`src/rtl/count8_ctrl.sv`:
```
// Sequencing controller that turns an external 8-bit loadable up-counter into
// a one-shot / periodic interval timer with terminal-count pulse and pulse count.
module count8_ctrl #(
    parameter int WIDTH = 8
) (
    input  logic             Clk,
    input  logic             Res,
    input  logic             start,
    input  logic             stop,
    input  logic             pause,
    input  logic             periodic,
    input  logic [WIDTH-1:0] period,
    input  logic [WIDTH-1:0] cnt_val,
    output logic             cnt_en,
    output logic             cnt_load,
    output logic [WIDTH-1:0] cnt_load_val,
    output logic             busy,
    output logic             done,
    output logic             tc,
    output logic [WIDTH-1:0] tc_count
);

    typedef enum logic [1:0] {
        IDLE = 2'd0,
        LOAD = 2'd1,
        RUN  = 2'd2,
        DONE = 2'd3
    } state_e;

    state_e           state_q, state_d;
    logic [WIDTH-1:0] period_q, period_d;
    logic             mode_q, mode_d;
    logic [WIDTH-1:0] tcCount_q, tcCount_d;

    logic match;
    logic quiet;
    logic tcFire;

    // stop and start both own the cycle they appear in, so normal RUN activity is muted
    assign match  = (cnt_val == period_q);
    assign quiet  = stop | start;
    assign tcFire = (state_q == RUN) && !quiet && !pause && match;

    always_ff @(posedge Clk) begin
        if (Res) begin
            state_q   <= IDLE;
            period_q  <= '0;
            mode_q    <= 1'b0;
            tcCount_q <= '0;
        end else begin
            state_q   <= state_d;
            period_q  <= period_d;
            mode_q    <= mode_d;
            tcCount_q <= tcCount_d;
        end
    end

    always_comb begin
        state_d   = state_q;
        period_d  = period_q;
        mode_d    = mode_q;
        tcCount_d = tcCount_q;
        if (stop) begin
            state_d = IDLE;
        end else if (start) begin
            period_d  = period;
            mode_d    = periodic;
            tcCount_d = '0;
            state_d   = LOAD;
        end else begin
            case (state_q)
                IDLE: state_d = IDLE;
                LOAD: state_d = RUN;
                RUN: begin
                    if (tcFire) begin
                        tcCount_d = tcCount_q + WIDTH'(1);
                        if (!mode_q) begin
                            state_d = DONE;
                        end
                    end
                end
                DONE: state_d = DONE;
                default: state_d = IDLE;
            endcase
        end
    end

    // A periodic match reloads instead of counting, so enable and load stay exclusive
    always_comb begin
        cnt_en       = 1'b0;
        cnt_load     = 1'b0;
        cnt_load_val = '0;
        tc           = 1'b0;
        busy         = (state_q == LOAD) || (state_q == RUN);
        done         = (state_q == DONE);
        tc_count     = tcCount_q;
        if (!quiet) begin
            case (state_q)
                LOAD: cnt_load = 1'b1;
                RUN: begin
                    if (!pause) begin
                        if (match) begin
                            tc       = 1'b1;
                            cnt_load = mode_q;
                        end else begin
                            cnt_en = 1'b1;
                        end
                    end
                end
                default: begin
                    cnt_en   = 1'b0;
                    cnt_load = 1'b0;
                end
            endcase
        end
    end

endmodule
```
`config.mk`:
```
export PLATFORM = sky130hd
export DESIGN_NAME = count8_ctrl
export DESIGN_NICKNAME = d
export VERILOG_FILES = /design/src/rtl/count8_ctrl.sv
export SDC_FILE = /design/constraint.sdc
export NUM_CORES = 1
export LEC_CHECK = 0
export ABC_CLOCK_PERIOD_IN_PS = 1970
export BUFFER_PORTS_ARGS = -buffer_cell sky130_fd_sc_hd__buf_2
export CORE_AREA = 2 2 40 79
export CTS_CLUSTER_SIZE = 20
export DETAILED_ROUTE_END_ITERATION = 7
export DIE_AREA = 0 0 42 81
export HOLD_SLACK_MARGIN = 0.08
export PLACE_DENSITY_LB_ADDON = 0.25
export SYNTH_ARGS = -nofsm -noshare
export SYNTH_HDL_FRONTEND = slang
export SYNTH_SLANG_ARGS = --single-unit
```
`constraint.sdc`:
```
create_clock -name Clk -period 1.97 [get_ports Clk]
set_clock_uncertainty 0.2 [all_clocks]
set_input_delay 0.197 -clock Clk [delete_from_list [all_inputs] [get_ports Clk]]
set_output_delay 0.197 -clock Clk [all_outputs]
set_load 0.01 [all_outputs]
```
==> impl_metrics.py <==
metrics = {
    "timing": {
        "slew_viol_final": 0,
        "finalCritPeriodShare": 1.18,
        "finalHoldViolCount": 0,
        "rsz0062_at_grt": "yes",
        "finalSetupViolations": 12,
        "min_period_ns": 2.33,
        "worst_slack_ns": -0.357,
        "fin_tns_setup_ns": -2.64,
        "clock.fmax_mhz": 430,
    },
    "drt": {
        "avgViaCountPerCell": 4.91,
        "drt-wirelength-per-cell_um": 11.7,
        "drc": 0,
        "wl_mm": 2.76,
        "dr.pass1.iters": 4,
        "ant_nets": 0,
        "drt-initial-drc-count": 31,
        "via_count": 1155,
    },
    "layout": {
        "stdcell_count": 235,
        "fin_nets": 233,
        "syn2layout_area_growth_pct": 51.5,
        "antennaDiodeCount": 0,
        "final_core_util": 0.607,
        "drive_gt1_frac": 0.380,
    },
    "placement": {
        "post-place-ws_ns": -0.168,
        "post-place-cells": 214,
        "place_congestion": 0.726,
        "portBuffers": 34,
        "dp_hpwl_mm": 1.92,
    },
    "critical_path": {
        "worstPathArrival_ns": 1.93,
        "crit_cells": 6,
        "max_stage_delay_ns": 0.57,
        "worstPathRequired_ns": 1.57,
        "crit_buf_inv": 1,
        "path_max_fanout": 2,
        "crit_chain": "xor2_2 -> or4_4 -> nor2_4 -> a41oi_2 -> nor4b_2 -> buf_2",
        "rr_worst_depth": 8,
        "worstSetupStartpointType": "register",
        "path_delay_family": "simple AND/OR/NAND/NOR gates",
        "worstSetupEndpointType": "output port",
        "cp_slowest_cell": "or4_4",
        "r2r_slack_ns": -0.28,
        "critPathKind": "register to output port",
    },
    "synth": {
        "synth_edf_count": 0,
        "yosys_most_used_dff": "dfxtp_1",
        "syn_area_um2": 1140,
        "ys_types": 36,
        "synth_area_per_cell_um2": 8.01,
        "synth-async-reset-ratio": 0,
        "syn_inst": 142,
        "ys_seq_elements": 19,
        "yosys_warnings": 0,
        "ys_seq_area_frac": 0.334,
    },
    "grt": {
        "grt_max_degree": 21,
        "track_usage": 0.166,
        "grt_pass1_vias": 1041,
        "grt_first_pass_wirelength_mm": 4.40,
        "grt_overflow": 0,
        "antenna_found_initial": 0,
    },
    "hold_path": {
        "hold-path-cell-count": 2,
        "hp-class": "primary input to register",
    },
    "outcome": {
        "outcome": "complete, but fails checks",
        "violations": "negative setup slack",
    },
    "power_and_ir_drop": {
        "p_total_mw": 0.826,
        "p_per_area_nw_per_um2": 479,
        "ir_drop_mv": 0.435,
        "cellLeakagePower_nw": 0.821,
    },
    "die": {
        "num_rows": 28,
        "ioPinCount": 43,
        "initial_core_util": 0.401,
        "die_h_um": 81,
        "core_um2": 2840,
        "fp.dieArea_um2": 3400,
        "die_w_um": 42,
    },
    "job": {
        "max_cap_viol_count": 0,
    },
    "clock_network": {
        "clock_latency_ns": 0.26,
        "ctsHtreeMaxLevel": 1,
        "cts_num_sinks": 19,
        "cts_tree": "built",
        "clk_path_buf_depth": 2,
        "clock_tree.root_cell": "clkbuf_8",
        "path_clk_slew_ns": 0.07,
        "numCtsBuffers": 3,
    },
}
-- registers in the layout (all words and copies together) (netlist names) --
name	count
mode_q	1
period_q	8
state_q	2
tc_count	8
-- metal layers --
metal  GRT usage  part of all wire  vias up
li1            -                 -      595
met1       0.178              0.39      524
met2       0.316              0.55       32
met3      0.0222             0.046        4
met4      0.0677             0.013        0
met5           0                 0        -
-- timing repair --
action / in CTS / in global routing
setup buffers: 4 / 3
gates resized for setup: 3 / 8
hold buffers: 9 / 0
pin swaps: 7 / 9
setup endpoints to repair: 10 / 13
hold endpoints to repair: 9 / 0
cloned: 0 / 1
-- cells by family after synthesis --
kind of cell               Yosys count  synth area share
AOI/OAI and AO/OA                   19             0.114
xor gates and xnor gates             8            0.0616
adders and majority gates            5            0.0550
buffers and inverters               19            0.0902
DFF                                 19             0.334
muxes                                2            0.0176
other                                1           0.00330
and+or+nand+nor                     69             0.323
-- power by group --
group / internal [mW] / total (mW) / switching (mW)
Clock: 0.141 / 0.275 / 0.134
Combinational: 0.0782 / 0.150 / 0.0721
Sequential: 0.394 / 0.400 / 0.00658
Total: 0.613 / 0.826 / 0.213
-- cell usage in the layout, fill, tap and decap left out, types with 3 or more instances in the layout --
| cell type | synthesis | routed |
|---|---|---|
| buf_2 | 1 | 33 |
| nand2_1 | 29 | 28 |
| dfxtp_1 | 19 | 16 |
| buf_4 | 8 | 16 |
| a21oi_1 | 11 | 11 |
| dlygate4sd3_1 | 0 | 9 |
| conb_1 | 1 | 8 |
| nor2_1 | 8 | 6 |
| nand3_1 | 5 | 5 |
| buf_6 | 0 | 5 |
| xnor2_1 | 4 | 4 |
| inv_1 | 5 | 4 |
| and3_1 | 4 | 4 |
| nor3_1 | 5 | 4 |
| ha_1 | 5 | 4 |
| xor2_1 | 4 | 3 |
| nand3b_1 | 3 | 3 |
| clkbuf_8 | 0 | 3 |
| dfxtp_2 | 0 | 3 |
-- synth_stat cells, drive strengths merged (2+ instances only) --
master	instances	area, µm²
a21oi	11	55.1
and3	4	25.0
buf	9	65.1
clkbuf	5	18.8
dfxtp	19	380
ha	5	62.6
inv	5	18.8
mux2i	2	20.0
nand2	29	109
nand3	5	25.0
nand3b	3	22.5
nand4	2	12.5
nand4b	2	17.5
nor2	8	30.0
nor2b	2	12.5
nor3	6	41.3
or3	2	12.5
xnor2	4	35.0
xor2	4	35.0
-- final timing paths --
| path | startpoint | to |
|---|---|---|
| min reg2reg | period_q[7] | period_q[7] |
| min | Res | period_q[5] |
| max reg2reg | period_q[2] | tc_count[2] |
| max | period_q[2] | cnt_load |
-- metrics by stage --
| step | hold WS (ns) | area, µm² |
|---|---|---|
| floorplan | 0.133 | 1220 |
| CTS | 0.138 | 1650 |
| global route | 0.158 | 1720 |
| finish | 0.143 | 1720 |
| detailed placement | 0.244 | 1470 |
| global placement | 0.239 | 1470 |
-- worst reg2reg max path: stages (launching register included) --
cell     delay (ns)
dfxtp_2        0.33
xor2_2         0.15
or4_4          0.57
buf_6          0.15
buf_6          0.11
buf_6          0.11
nor4_4         0.18
nor2_1         0.07
a221o_1        0.26
-- area by class of cell --
type / instances / area, µm²
well taps: 30 / 37.5
multi-input cells: 111 / 744
inverters: 5 / 18.8
flip-flops and latches: 19 / 384
clock inverters: 1 / 5.00
repair buffers: 66 / 492
clock buffers: 3 / 41.3
fillers: 260 / 1110
Power figures use the tool's default switching activity.
